**src/rtl/avl_noc_shim.sv**
```systemverilog
// rtl/avl_noc_shim.sv - Avalon-ST to NoC skid FIFO shim with ready-latency-1 output stage.
// Optional framing checker enabled by AVL_NOC_SHIM_PKTCHK_EN.
module avl_noc_shim #(
  parameter int WIDTH_PKT = 546,
  parameter int DEPTH     = 4
) (
  input  logic                 clk,
  input  logic                 rst,
  input  logic [WIDTH_PKT-1:0] avl_data_in,
  input  logic [3:0]           avl_valid_in,
  input  logic [3:0]           avl_sop_in,
  input  logic [3:0]           avl_eop_in,
  output logic                 avl_ready_out,
  output logic [WIDTH_PKT-1:0] noc_data_out,
  output logic [3:0]           noc_valid_out,
  output logic [3:0]           noc_sop_out,
  output logic [3:0]           noc_eop_out,
  input  logic                 noc_ready_in,
  output logic                 err_out
);

  localparam int PW = $clog2(DEPTH);
  localparam logic [PW:0]   FULL_CNT = (PW+1)'(DEPTH);
  localparam logic [PW:0]   CNT_ONE  = (PW+1)'(1);
  localparam logic [PW-1:0] PTR_ONE  = PW'(1);

  logic [WIDTH_PKT-1:0] mem_data  [DEPTH];
  logic [3:0]           mem_valid [DEPTH];
  logic [3:0]           mem_sop   [DEPTH];
  logic [3:0]           mem_eop   [DEPTH];

  logic [PW-1:0] rd_ptr;
  logic [PW-1:0] wr_ptr;
  logic [PW:0]   count;
  logic          push;
  logic          pop;

  // Ready has no lookahead on a same-cycle pop: a full FIFO stalls the source one cycle.
  assign avl_ready_out = (count != FULL_CNT);
  assign push          = avl_ready_out & (|avl_valid_in);
  assign pop           = noc_ready_in & (count != '0);

  always_ff @(posedge clk) begin
    if (push) begin
      mem_data[wr_ptr]  <= avl_data_in;
      mem_valid[wr_ptr] <= avl_valid_in;
      mem_sop[wr_ptr]   <= avl_sop_in;
      mem_eop[wr_ptr]   <= avl_eop_in;
    end
  end

  always_ff @(posedge clk) begin
    if (rst) begin
      rd_ptr <= '0;
      wr_ptr <= '0;
      count  <= '0;
    end else begin
      if (push) wr_ptr <= wr_ptr + PTR_ONE;
      if (pop)  rd_ptr <= rd_ptr + PTR_ONE;
      case ({push, pop})
        2'b10:   count <= count + CNT_ONE;
        2'b01:   count <= count - CNT_ONE;
        default: count <= count;
      endcase
    end
  end

  // noc_ready_in sampled at this edge is the previous cycle's ready, giving ready-latency 1.
  always_ff @(posedge clk) begin
    if (rst) begin
      noc_data_out  <= '0;
      noc_valid_out <= '0;
      noc_sop_out   <= '0;
      noc_eop_out   <= '0;
    end else if (pop) begin
      noc_data_out  <= mem_data[rd_ptr];
      noc_valid_out <= mem_valid[rd_ptr];
      noc_sop_out   <= mem_sop[rd_ptr];
      noc_eop_out   <= mem_eop[rd_ptr];
    end else begin
      noc_valid_out <= '0;
      noc_sop_out   <= '0;
      noc_eop_out   <= '0;
    end
  end

`ifdef AVL_NOC_SHIM_PKTCHK_EN
  typedef enum logic {CHK_IDLE, CHK_IN_PKT} chk_state_t;

  chk_state_t chk_state;
  chk_state_t chk_state_nxt;
  logic       err_q;
  logic       err_nxt;
  logic       sop_any;
  logic       eop_any;

  assign sop_any = |avl_sop_in;
  assign eop_any = |avl_eop_in;

  always_ff @(posedge clk) begin
    if (rst) begin
      chk_state <= CHK_IDLE;
      err_q     <= 1'b0;
    end else begin
      chk_state <= chk_state_nxt;
      err_q     <= err_nxt;
    end
  end

  // Only accepted beats advance the checker; the error flag is sticky until reset.
  always_comb begin
    chk_state_nxt = chk_state;
    err_nxt       = err_q;
    if (push) begin
      case (chk_state)
        CHK_IDLE: begin
          if (!sop_any)      err_nxt       = 1'b1;
          else if (!eop_any) chk_state_nxt = CHK_IN_PKT;
        end
        CHK_IN_PKT: begin
          if (sop_any) err_nxt       = 1'b1;
          if (eop_any) chk_state_nxt = CHK_IDLE;
        end
        default: chk_state_nxt = CHK_IDLE;
      endcase
    end
  end

  assign err_out = err_q;
`else
  assign err_out = 1'b0;
`endif

endmodule

```
**config.mk**
```make
export PLATFORM = sky130hd
export DESIGN_NAME = avl_noc_shim
export DESIGN_NICKNAME = d
export VERILOG_FILES = /design/src/rtl/avl_noc_shim.sv
export SDC_FILE = /design/constraint.sdc
export NUM_CORES = 2
export LEC_CHECK = 0
export CELL_PAD_IN_SITES_DETAIL_PLACEMENT = 0
export CELL_PAD_IN_SITES_GLOBAL_PLACEMENT = 2
export CORE_MARGIN = 8
export CORE_UTILIZATION = 47
export CTS_CLUSTER_SIZE = 24
export DETAILED_ROUTE_END_ITERATION = 16
export GPL_ROUTABILITY_DRIVEN = 0
export GPL_TIMING_DRIVEN = 0
export PLACE_DENSITY = 0.91
export SLEW_MARGIN = 20
export SYNTH_ARGS = -nofsm -noshare
export SYNTH_HDL_FRONTEND = slang
export SYNTH_SLANG_ARGS = --single-unit
```
**constraint.sdc**
```tcl
create_clock -name clk -period 34.1 [get_ports clk]
set_input_delay 8.525 -clock clk [delete_from_list [all_inputs] [get_ports clk]]
set_output_delay 8.525 -clock clk [all_outputs]
set_load 0.005 [all_outputs]
```
==> flow_summary.rst <==
.. list-table::
   :header-rows: 1

   * - Metric
     - Value
   * - Post-synth top area cell
     - sky130_fd_sc_hd__edfxtp_1
   * - Gr usage total
     - 22.8%
   * - Post-CTS Hold Buffers
     - 0
   * - Data arrival time of the worst path
     - 12.17 ns
   * - I/O Pins
     - 1121
   * - Drt first-iter violations
     - 4351
   * - Via count
     - 49500
   * - First-pass GRT wire length
     - 370000 um
   * - Minimum clock period after layout
     - 11.61 ns
   * - Tightest slew margin relative to the limit
     - 27.8%
   * - Detail-routed via count per cell
     - 5.71
   * - Fraction of final layout cells with drive strength greater than 1
     - 21.4%
   * - Setup violators final
     - 0
   * - Crit Path Class
     - in -> reg
   * - Ys async rst share
     - 0%
   * - Die height
     - 472 um
   * - Post-synthesis cell type count
     - 30
   * - Number of max-capacitance violations reported
     - 0
   * - Maximum ir drop on the vdd rail
     - 62.4 uV
   * - CTS H-Tree Depth
     - 5
   * - Most frequent cells after synthesis
     - sky130_fd_sc_hd__edfxtp_1 (2232), sky130_fd_sc_hd__dfxtp_1 (565), sky130_fd_sc_hd__mux4_2 (558), sky130_fd_sc_hd__a22o_1 (546), sky130_fd_sc_hd__buf_2 (113)
   * - Cts repair resizes
     - 0
   * - Number of rows in the core area
     - 167
   * - HP Class
     - reg -> reg
   * - Total CTS buffers
     - 299
   * - Sort of element at the end of the critical path
     - register
   * - Root buffer cell
     - sky130_fd_sc_hd__clkbuf_16
   * - Number of instances in the placed design
     - 8089
   * - Number of pins with negative max-slew slack in the final report
     - 0
   * - Slew @ Worst Pin
     - 1.08 ns
   * - Number of non-filler instances in the completed layout
     - 8671
   * - Post-layout worst setup margin
     - 22.49 ns
   * - Detailed-placement wirelength estimate
     - 184000 um
   * - CTS sink cnt
     - 2797
   * - Pin count of the biggest net entering global routing
     - 47
   * - Avg Cell Area, Syn
     - 23.2 um^2
   * - Setup repair after global routing missed its margin
     - no
   * - Area added between synthesis and finish
     - 26.4%
   * - Sequential-to-total area share from yosys stat
     - 80.2%
   * - Max Fanout on Critical Path
     - 45
   * - Number of antenna violations at the first check in global routing
     - 116
   * - Net count after synthesis
     - 4773
   * - Cell count after synthesis
     - 4206
   * - Synthesis warning total
     - 0
   * - Number of global-route vias before repair
     - 51200
   * - Setup WS pre-CTS
     - 21.56 ns
   * - Power density over cell area
     - 81.8 nW/um^2
   * - Clock skew
     - 0.0543 ns
   * - Core footprint
     - 207000 um^2
   * - Count of flip-flops with a built-in enable after synthesis
     - 2232
   * - Most common flop cell mapped by yosys
     - sky130_fd_sc_hd__edfxtp_1
   * - Final Hold Viols
     - 0
   * - FF+latch count, synth
     - 2797
   * - Sequential Area
     - 78300 um^2
   * - Layout net count
     - 6253
   * - Dominant cells by area after synthesis
     - sky130_fd_sc_hd__edfxtp_1 (69%), sky130_fd_sc_hd__mux4_2 (13%), sky130_fd_sc_hd__dfxtp_1 (12%), sky130_fd_sc_hd__a22o_1 (4.9%), sky130_fd_sc_hd__buf_6 (0.68%)
   * - Clock tree from TritonCTS
     - yes
   * - Reported leakage power
     - 41.1 nW
   * - Clock network latency to the later pin of the worst-skew pair
     - 0.91 ns
   * - Post-CTS setup repair buffer count
     - 0
   * - Grt total ovfl
     - 0
   * - Period utilisation layout
     - 34.1%
   * - Starting density of the core
     - 47.2%
   * - Wire length after detailed routing
     - 262000 um
   * - Final-layout fill cell count
     - 14500
   * - Crit start category
     - primary input
   * - Die Wd
     - 472 um
   * - Area occupied by multi-input gates
     - 17700 um^2
   * - Worst endpoint required time
     - 34.66 ns
   * - Post-route DRC
     - 0
   * - Antenna Violating Nets Remaining
     - 0
   * - Area share of the largest cell type after synthesis
     - 68.6%
   * - Clock slew at the register clock pins of the worst setup and hold paths
     - 0.06 ns
   * - Routed len/inst
     - 30.3 um
   * - Post-synth design cell area
     - 97700 um^2
   * - Outcome
     - finished, final reports clean
   * - Most instantiated library cell after synthesis
     - sky130_fd_sc_hd__edfxtp_1
   * - Die footprint
     - 223000 um^2
   * - Clock Tree Buf Depth
     - 4
   * - Peak Freq
     - 86.1 MHz
   * - Quantity of I/O buffers inserted on ports
     - 1118
   * - First-pass detailed-route iteration total
     - 5
logic make-up (layout without fill, tap and decap cells):
kind of cell	Yosys count	in the layout	synth area share (%)
other cells	1	55	0.00384
fa+ha+maj	6	6	0.0845
simple gates	30	30	0.177
xor+xnor	4	4	0.0359
buf+inv	255	1962	1.72
mux	558	558	12.9
flops	2797	2797	80.2
compound gates	555	555	4.95
final timing paths:
check                                               startpoint                              to  slack (ns)  cells after the start
worst max-delay path                           avl_valid_in[3]       mem_data[0][83]$_DFFE_PP_       22.49                     10
worst min-delay path            noc_data_out[399]$_SDFFE_PP0P_  noc_data_out[399]$_SDFFE_PP0P_        0.47                      1
worst max register to register           count[0]$_SDFFE_PP0P_       mem_data[0][83]$_DFFE_PP_       30.33                     10
worst min register to register  noc_data_out[399]$_SDFFE_PP0P_  noc_data_out[399]$_SDFFE_PP0P_        0.47                      1
power by group:
group          internal (mW)  switching [mW]
clock                   1.86            1.27
combinational           1.17            1.14
sequential              4.43           0.226
worst max-delay path: stages:
cell,delay (ns)
sky130_fd_sc_hd__clkdlybuf4s50_1,0.58
sky130_fd_sc_hd__or4_1,0.28
sky130_fd_sc_hd__and3_4,0.63
sky130_fd_sc_hd__buf_16,0.29
sky130_fd_sc_hd__buf_12,0.29
sky130_fd_sc_hd__buf_16,0.30
sky130_fd_sc_hd__buf_16,0.27
sky130_fd_sc_hd__buf_12,0.24
sky130_fd_sc_hd__buf_12,0.26
sky130_fd_sc_hd__buf_16,0.29
layer usage:
layer  wire, um  track usage, %
met3      26500            8.62
met2     129000            37.9
met5        460               0
met4      12600            9.83
met1      94200            26.8
state kept, by name (all words and copies together), names as in the netlist:
signal / flops
mem_sop: 16
noc_valid_out: 4
count: 3
mem_eop: 16
mem_data: 2184
rd_ptr: 2
mem_valid: 16
noc_data_out: 546
noc_sop_out: 4
noc_eop_out: 4
wr_ptr: 2
cell usage in the layout (no fill, tap or decap), types with 47 or more instances in the layout:
master and n:
sky130_fd_sc_hd__a22o_1 546, sky130_fd_sc_hd__buf_2 113, sky130_fd_sc_hd__buf_6 59, sky130_fd_sc_hd__clkbuf_1 104
sky130_fd_sc_hd__clkbuf_16 306, sky130_fd_sc_hd__clkdlybuf4s50_1 1118, sky130_fd_sc_hd__clkinv_2 47, sky130_fd_sc_hd__dfxtp_1 565
sky130_fd_sc_hd__diode_2 54, sky130_fd_sc_hd__edfxtp_1 2232, sky130_fd_sc_hd__mux4_2 558
per-stage QoR:
stage	area [um^2]	setup TNS, ns	hold WS (ns)	power [mW]	utilization [%]
final	123000	0	0.473	10.1	59.7
after global routing	123000	0	0.487	10.5	59.7
after CTS	123000	0	0.479	10.2	59.6
after detailed placement	114000	0	0.461	7.06	55.0
after global placement	112000	-390.00	0.458	7.55	54.3
after floorplan	97700	0	0.466	6.22	-
area by class of cell:
cell class	count	area share [%]
Multi-Input combinational cell	1154	14.4
Antenna cell	54	0.109
Timing Repair Buffer	1179	10.3
Clock inverter	115	0.919
Clock buffer	413	6.78
Buffer	248	1.34
Tap cell	2704	2.74
Sequential cell	2797	63.4
Inverter	7	0.0213
No activity file was read; power rests on OpenSTA's default activity.
